<file path="config.mk">
export PLATFORM = sky130hd
export DESIGN_NAME = bus_arbiter
export DESIGN_NICKNAME = d
export VERILOG_FILES = /design/src/rtl/bus_pkg.sv /design/src/rtl/rr_picker.sv /design/src/rtl/bus_arbiter.sv
export SDC_FILE = /design/constraint.sdc
export NUM_CORES = 1
export LEC_CHECK = 0
export ABC_AREA = 1
export BUFFER_PORTS_ARGS = -buffer_cell sky130_fd_sc_hd__clkbuf_2
export CORE_UTILIZATION = 52
export DETAILED_ROUTE_END_ITERATION = 8
export PLACE_DENSITY_LB_ADDON = 0.05
export SLEW_MARGIN = 20
export SYNTH_ARGS = -nofsm -noshare
export SYNTH_HDL_FRONTEND = slang
export SYNTH_SLANG_ARGS = --single-unit
</file>
<file path="constraint.sdc">
create_clock -name clk -period 2.45 [get_ports clk]
set_input_delay 0.6125 -clock clk [delete_from_list [all_inputs] [get_ports clk]]
set_output_delay 0.6125 -clock clk [all_outputs]
set_load 0.01 [all_outputs]
</file>
<file path="src/rtl/bus_pkg.sv">
// Shared types and default sizing for the round-robin serial bus arbiter.
package bus_pkg;

  typedef enum logic [1:0] {
    IDLE    = 2'd0,
    GRANT   = 2'd1,
    RELEASE = 2'd2
  } arb_state_t;

  localparam int DEF_NUM_MASTERS = 2;
  localparam int DEF_TIMEOUT     = 64;

endpackage

</file>
<file path="src/rtl/rr_picker.sv">
// Combinational round-robin selector: first set request searching upward from
// ptr+1, wrapping at NUM_MASTERS.
module rr_picker
  import bus_pkg::*;
#(
  parameter int NUM_MASTERS = DEF_NUM_MASTERS,
  parameter int MID_W       = $clog2(NUM_MASTERS)
) (
  input  logic [NUM_MASTERS-1:0] req,
  input  logic [MID_W-1:0]       ptr,
  output logic [MID_W-1:0]       winner,
  output logic                   valid
);

  logic [MID_W-1:0] idx_s;

  // Scan farthest offset first so the nearest request after ptr wins.
  always_comb begin
    winner = '0;
    valid  = 1'b0;
    idx_s  = '0;
    for (int off = NUM_MASTERS; off >= 1; off--) begin
      idx_s = MID_W'((int'(ptr) + off) % NUM_MASTERS);
      if (req[idx_s]) begin
        winner = idx_s;
        valid  = 1'b1;
      end else begin
        winner = winner;
      end
    end
  end

endmodule

</file>
<file path="src/rtl/bus_arbiter.sv">
// Round-robin owner of a shared serial bus: muxes the owner's master lines
// onto the bus, routes slave responses back to it, and revokes idle owners.
module bus_arbiter
  import bus_pkg::*;
#(
  parameter int NUM_MASTERS = DEF_NUM_MASTERS,
  parameter int TIMEOUT     = DEF_TIMEOUT,
  parameter int MID_W       = $clog2(NUM_MASTERS)
) (
  input  logic                   clk,
  input  logic                   rstn,
  input  logic [NUM_MASTERS-1:0] m_req,
  output logic [NUM_MASTERS-1:0] m_grant,
  input  logic [NUM_MASTERS-1:0] m_mode,
  input  logic [NUM_MASTERS-1:0] m_wr_bus,
  input  logic [NUM_MASTERS-1:0] m_master_valid,
  input  logic [NUM_MASTERS-1:0] m_master_ready,
  output logic [NUM_MASTERS-1:0] m_rd_bus,
  output logic [NUM_MASTERS-1:0] m_ack,
  output logic [NUM_MASTERS-1:0] m_slave_ready,
  output logic [NUM_MASTERS-1:0] m_slave_valid,
  output logic                   b_mode,
  output logic                   b_wr_bus,
  output logic                   b_master_valid,
  output logic                   b_master_ready,
  input  logic                   b_rd_bus,
  input  logic                   b_ack,
  input  logic                   b_slave_ready,
  input  logic                   b_slave_valid,
  output logic                   bus_busy,
  output logic [MID_W-1:0]       owner,
  output logic                   timeout_err
);

  localparam int               WD_W    = $clog2(TIMEOUT + 1);
  localparam logic [WD_W-1:0]  WD_MAX  = WD_W'(TIMEOUT);
  localparam logic [MID_W-1:0] PTR_RST = MID_W'(NUM_MASTERS - 1);

  arb_state_t             state_r, state_s;
  logic [MID_W-1:0]       owner_r, ptr_r, winner_s;
  logic [WD_W-1:0]        wd_r;
  logic [NUM_MASTERS-1:0] grant_r, block_r, eligible_s;
  logic [NUM_MASTERS-1:0] owner_onehot_s, winner_onehot_s;
  logic                   timeout_err_r, win_valid_s, in_grant_s;
  logic                   owner_req_s, handshake_s, revoke_s, take_s;

  // Masters revoked by the watchdog sit out until they drop their request.
  assign eligible_s = m_req & ~block_r;

  rr_picker #(
    .NUM_MASTERS(NUM_MASTERS),
    .MID_W      (MID_W)
  ) u_picker (
    .req   (eligible_s),
    .ptr   (ptr_r),
    .winner(winner_s),
    .valid (win_valid_s)
  );

  // One-hot decode of the current owner and of the picker's winner.
  always_comb begin
    owner_onehot_s  = '0;
    winner_onehot_s = '0;
    for (int i = 0; i < NUM_MASTERS; i++) begin
      owner_onehot_s[i]  = (owner_r == MID_W'(i));
      winner_onehot_s[i] = (winner_s == MID_W'(i));
    end
  end

  assign in_grant_s     = (state_r == GRANT);
  assign owner_req_s    = |(m_req & owner_onehot_s);
  assign b_mode         = in_grant_s & (|(m_mode & owner_onehot_s));
  assign b_wr_bus       = in_grant_s & (|(m_wr_bus & owner_onehot_s));
  assign b_master_valid = in_grant_s & (|(m_master_valid & owner_onehot_s));
  assign b_master_ready = in_grant_s & (|(m_master_ready & owner_onehot_s));
  assign handshake_s    = (b_master_valid & b_slave_ready) | (b_master_ready & b_slave_valid);

  // Route slave responses to the owner only, with no added latency.
  always_comb begin
    m_rd_bus      = '0;
    m_ack         = '0;
    m_slave_ready = '0;
    m_slave_valid = '0;
    for (int i = 0; i < NUM_MASTERS; i++) begin
      if (in_grant_s && owner_onehot_s[i]) begin
        m_rd_bus[i]      = b_rd_bus;
        m_ack[i]         = b_ack;
        m_slave_ready[i] = b_slave_ready;
        m_slave_valid[i] = b_slave_valid;
      end else begin
        m_rd_bus[i]      = 1'b0;
        m_ack[i]         = 1'b0;
        m_slave_ready[i] = 1'b0;
        m_slave_valid[i] = 1'b0;
      end
    end
  end

  // Next-state decode; a request drop has priority over a watchdog revoke.
  always_comb begin
    state_s  = state_r;
    revoke_s = 1'b0;
    take_s   = 1'b0;
    case (state_r)
      IDLE: begin
        if (win_valid_s) begin
          state_s = GRANT;
          take_s  = 1'b1;
        end else begin
          state_s = IDLE;
        end
      end
      GRANT: begin
        if (!owner_req_s) begin
          state_s = RELEASE;
        end else if (wd_r == WD_MAX) begin
          state_s  = RELEASE;
          revoke_s = 1'b1;
        end else begin
          state_s = GRANT;
        end
      end
      RELEASE: state_s = IDLE;
      default: state_s = IDLE;
    endcase
  end

  // State register.
  always_ff @(posedge clk or negedge rstn) begin
    if (!rstn) begin
      state_r <= IDLE;
    end else begin
      state_r <= state_s;
    end
  end

  // Ownership, pointer, grant, watchdog and block bookkeeping.
  always_ff @(posedge clk or negedge rstn) begin
    if (!rstn) begin
      owner_r       <= '0;
      ptr_r         <= PTR_RST;
      grant_r       <= '0;
      wd_r          <= '0;
      block_r       <= '0;
      timeout_err_r <= 1'b0;
    end else begin
      timeout_err_r <= revoke_s;
      block_r       <= (block_r & m_req) | (revoke_s ? owner_onehot_s : '0);
      if (take_s) begin
        owner_r <= winner_s;
        ptr_r   <= winner_s;
        grant_r <= winner_onehot_s;
      end else if (state_s != GRANT) begin
        grant_r <= '0;
      end else begin
        grant_r <= grant_r;
      end
      if (take_s || !in_grant_s || handshake_s) begin
        wd_r <= '0;
      end else if (wd_r != WD_MAX) begin
        wd_r <= wd_r + WD_W'(1);
      end else begin
        wd_r <= wd_r;
      end
    end
  end

  assign m_grant     = grant_r;
  assign owner       = owner_r;
  assign timeout_err = timeout_err_r;
  assign bus_busy    = in_grant_s;

endmodule

</file>
# After elaboration in Yosys (flattened, before gate mapping)

Cells that the tools add are included.

Register bits after elaboration: 16
Input port bits: 16
Output and inout bits: 17

Add/subtract/negate cells: 3
Order comparisons: 2
Eq/ne operators: 4
Mux-type cells: 30
Bitwise logic cells: 18
Reduce and logical (&&, ||, !) cells: 13

Operators by type and width:

| cell                | count |
|---|---|
| $mux 1              | 22 |
| $and 2x2->2         | 7 |
| $mux 7              | 2 |
| $mux 2              | 5 |
| $reduce_or 2->1     | 5 |
| $add 7x1->7 const B | 1 |
| $eq 7x7->1 const B  | 1 |
| $ne 7x7->1 const B  | 1 |
| $and 1x1->1         | 6 |
| $lt 1x2->1 const B  | 2 |
| $pmux 2 s2          | 1 |
| $reduce_bool 2->1   | 2 |
| $add 1x1->1 const B | 2 |
| $eq 2x1->1 const B  | 1 |
| $logic_and 1x1->1   | 2 |
| $logic_not 2->1     | 1 |
| $logic_or 1x1->1    | 2 |
| $ne 2x1->1 const B  | 1 |
| $not 1->1           | 2 |
| $not 2->2           | 1 |
| $or 2x2->2          | 1 |
| $logic_not 1->1     | 1 |
| $or 1x1->1          | 1 |

# Logic depth before layout (Yosys ltp)

Word-level depth: 11
Depth in mapped cells: 9
Mapped depth without buffers: 9

# Modules after synthesis

Synthesis repeated with hierarchy kept, for this count alone.

Cells, all modules: 129
Area total of the unflattened synthesis: 952.2 um2

Modules (own cells, without submodules):

| module      | times used | cells each | area each (um2) | sequential area each (um2) |
|---|---|---|---|---|
| bus_arbiter | 1          | 126        | 937.1           | 401.6 |
| rr_picker   | 1          | 3          | 15.0            | 0.0 |

# Worst setup path after synthesis

Ideal clock, no wire load.

Kind: reg2out
From: reg state_r[1]
To: out m_ack[0]
Arrival time: 0.893 ns
Path slack: 0.944 ns
Cell stages (with the launch flop): 4
Path buffers: 0
Cells stage by stage: dfrtp_1 -> nor2_4 -> nand2_1 -> nor2_1

Cells in the longest elaborated chain, start to end: 3

RTL lines:

| item                     | line               | text |
|---|---|---|
| start: declaration       | bus_arbiter.sv:39  | `arb_state_t state_r, state_s;` |
| start signal: assignment | bus_arbiter.sv:133 | `state_r <= state_s;` |
| $eq 2x1->1               | bus_arbiter.sv:70  | `assign in_grant_s = (state_r == GRANT);` |
| net bus_busy             | bus_arbiter.sv:30  | `output logic bus_busy,` |
| $logic_and 1x1->1        | bus_arbiter.sv:85  | `if (in_grant_s && owner_onehot_s[i]) begin` |
| $mux 1                   | bus_arbiter.sv:85  |  |
| end: declaration         | bus_arbiter.sv:19  | `output logic [NUM_MASTERS-1:0] m_ack,` |

The timed path passes the listed nets, and every way through them passes these cells.

# Final worst setup path

From: reg state_r[1]
To: out m_slave_ready[1]

Cells in the longest elaborated chain, start to end: 3

RTL lines:

| item              | line              | text |
|---|---|---|
| $eq 2x1->1        | bus_arbiter.sv:70 |  |
| $logic_and 1x1->1 | bus_arbiter.sv:85 |  |
| $mux 1            | bus_arbiter.sv:85 |  |
| end: declaration  | bus_arbiter.sv:20 | `output logic [NUM_MASTERS-1:0] m_slave_ready,` |

No other way between the ends.

==> results_dict.tcl <==
set metrics [dict create \
    outcome "finished clean" \
    first_pass_iters 6 \
    synthFlopType "dfrtp_1" \
    num_rows 14 \
    cts-resized-gates 0 \
    cts_tree "yes" \
    power_density_nw_per_um2 916 \
    yosys-top-cells-count "nand2_1, nor2_1, dfrtp_1" \
    cts_buffer_depth 2 \
    max_slew_margin_pct 74.0 \
    clock_skew_ps 3.90 \
    crit_start "state_r[1]" \
    drive_gt1_share_pct 30.4 \
    grt_overflow 0 \
    grtUsageTotal_pct 20.4 \
    synth-edff-count 0 \
    place.gp.congestion 0.836 \
    synth_top_area_cell "dfrtp_1" \
    routed_wl_um 1780 \
    critical_path_class "flip-flop to primary output" \
    vias 852 \
    syn_inst 123 \
    place_area_um2 1110 \
    crit_fanout 6 \
    post_cts_buffers 0 \
    yosysWarnings 0 \
    post-route-drc-count 0 \
    synth_area_um2 928 \
    core_area_um2 1590 \
    synth_fp_nets 141 \
    grt_max_degree 17 \
    clk_pin_slew_worst_paths_ps 100 \
    slew_violations 0 \
    viasPerCell 4.68 \
    synth.most_common_cell "nand2_1" \
    utilization_pct 71.7 \
    synth_top_area_share_pct 40.4 \
    min_path_type "input port to asynchronous set/reset pin" \
    period_share_pct 79.2 \
    rsz0062_at_grt "false" \
    drt.antenna.violating_nets 0 \
    die-area_um2 1960 \
    finalInstanceArea_um2 1140 \
    io_pins 33 \
    place_hpwl_um 1420 \
    layout_setup_ws_ps 508 \
    r2r_end "block_r[1]" \
    cpPeakStageDelay_ps 450 \
    hold_slack_ps 228 \
    clock_latency_ps 280 \
    final_nets 177 \
    cts.sinks 16 \
    peakVddDrop_mv 0.574 \
    initial_core_util_pct 58.2 \
    ff2ff_path_depth 8 \
    wl_per_cell_um 9.79 \
    synth.avg_cell_area_um2 7.55 \
    die_x_um 44.3 \
    finalHoldViolCount 0 \
    fmax_mhz 515 \
    worst_pin_slew_ps 391 \
    drv_cap 0 \
    grt_antenna_before_repair 0 \
    post-place-ws_ps 775 \
    period_needed_ps 1940 \
    leakage_nw 0.636 \
    critPathRequiredTime_ps 1840 \
    r2r-start "wd_r[0]" \
    endpoint_kind "primary output" \
    port_buffers 32 \
    yosysUniqueCellTypes 22 \
    htree_levels 1 \
    ys_seq_elements 16 \
    critPathLaunchType "flip-flop" \
    die_h_um 44.3 \
    area_growth_pct 23.2 \
    drtIter0Drc 11 \
    synthArstFlopShare_pct 100 \
    grt_pass1_vias 788 \
    ctsHoldBuffers 0 \
    tns_ps 0 \
    setup.worst_path.end "m_slave_ready[1]" \
    r2r_slack_ps 1160 \
    netlist_top_cells_area "dfrtp_1, nand2_1, nor2_1" \
    cp_cell_sequence "nor2_4, nand2_1, nor2_1, clkbuf_2" \
    cts_made_buffers 3 \
    worstPathArrival_ps 1330 \
    cts_root_buf "clkbuf_4" \
    critPathSlowestCell "dfrtp_1" \
    grt_pass1_wl_um 2960 \
    setup_viol 0 \
    antennaDiodeCount 0 \
    yosysSeqAreaShare_pct 43.3 \
]
critical path: cells and delay by family, from the launching register on:
kind / cells / cell delay [ps]
flip-flops: 1 / 450
AND/OR/NAND/NOR: 3 / 460
buffers and inverters: 1 / 140
layout by cell type (no fill, tap or decap), drive strengths merged:
master  instances
nand2          41
clkbuf         36
nor2           21
inv            16
dfrtp          15
nand3           7
a21oi           6
o21ai           5
nand4           2
o21bai          2
xor2            2
ha              2
nor3            1
xnor2           1
dfstp           1
area by class of cell:
type / count / area, µm²
Inverter: 16 / 62.6
Multi-Input combinational cell: 90 / 453
Tap cell: 24 / 30.0
Fill cell: 140 / 450
Clock buffer: 4 / 36.3
Sequential cell: 16 / 402
Timing Repair Buffer: 32 / 160
where the power goes:
group	total [W]	switching, W	internal (W)
Sequential	0.000396	0.0000655	0.000330
Combinational	0.000478	0.000307	0.000171
Clock	0.000174	0.0000832	0.0000904
how the worst min path moves through the flow:
stage                     from          to  slack (ps)  cells after the start
floorplan                 rstn  block_r[0]         320                      0
global placement    block_r[0]  block_r[0]         460                      2
global route              rstn  state_r[0]         240                      1
CTS                       rstn  m_grant[1]         230                      1
finish                    rstn  m_grant[1]         230                      1
detailed placement  block_r[0]  block_r[0]         470                      2
state kept, by name, summed over array words and instances, names as in the netlist:
signal	flops
wd_r	7
m_grant	2
timeout_err	1
ptr_r	1
owner	1
block_r	2
state_r	2
layer usage:
metal / up-vias / wire (µm) / global-route usage [%]
li1: 453 / - / -
met4: 0 / 10 / 9.09
met5: - / 0 / 0
met2: 17 / 912 / 36.8
met3: 2 / 53 / 3.67
met1: 380 / 804 / 23.4
cell families after synthesis:
logic type               share of synthesized area (%)
AND/OR/NAND/NOR                                   35.3
buffers and inverters                             7.95
flip-flops                                        43.3
AO/OA/AOI/OAI                                     7.95
XOR/XNOR                                          2.83
adder cells (fa/ha/maj)                           2.69
stage by stage:
stage / power [W] / std cells
6_report: 0.00105 / 182
5_1_grt: 0.00115 / 182
4_1_cts: 0.00106 / 182
3_5_place_dp: 0.000883 / 178
3_3_place_gp: 0.000871 / 178
2_1_floorplan: 0.000730 / 123
(Power assumes the default switching activity.)
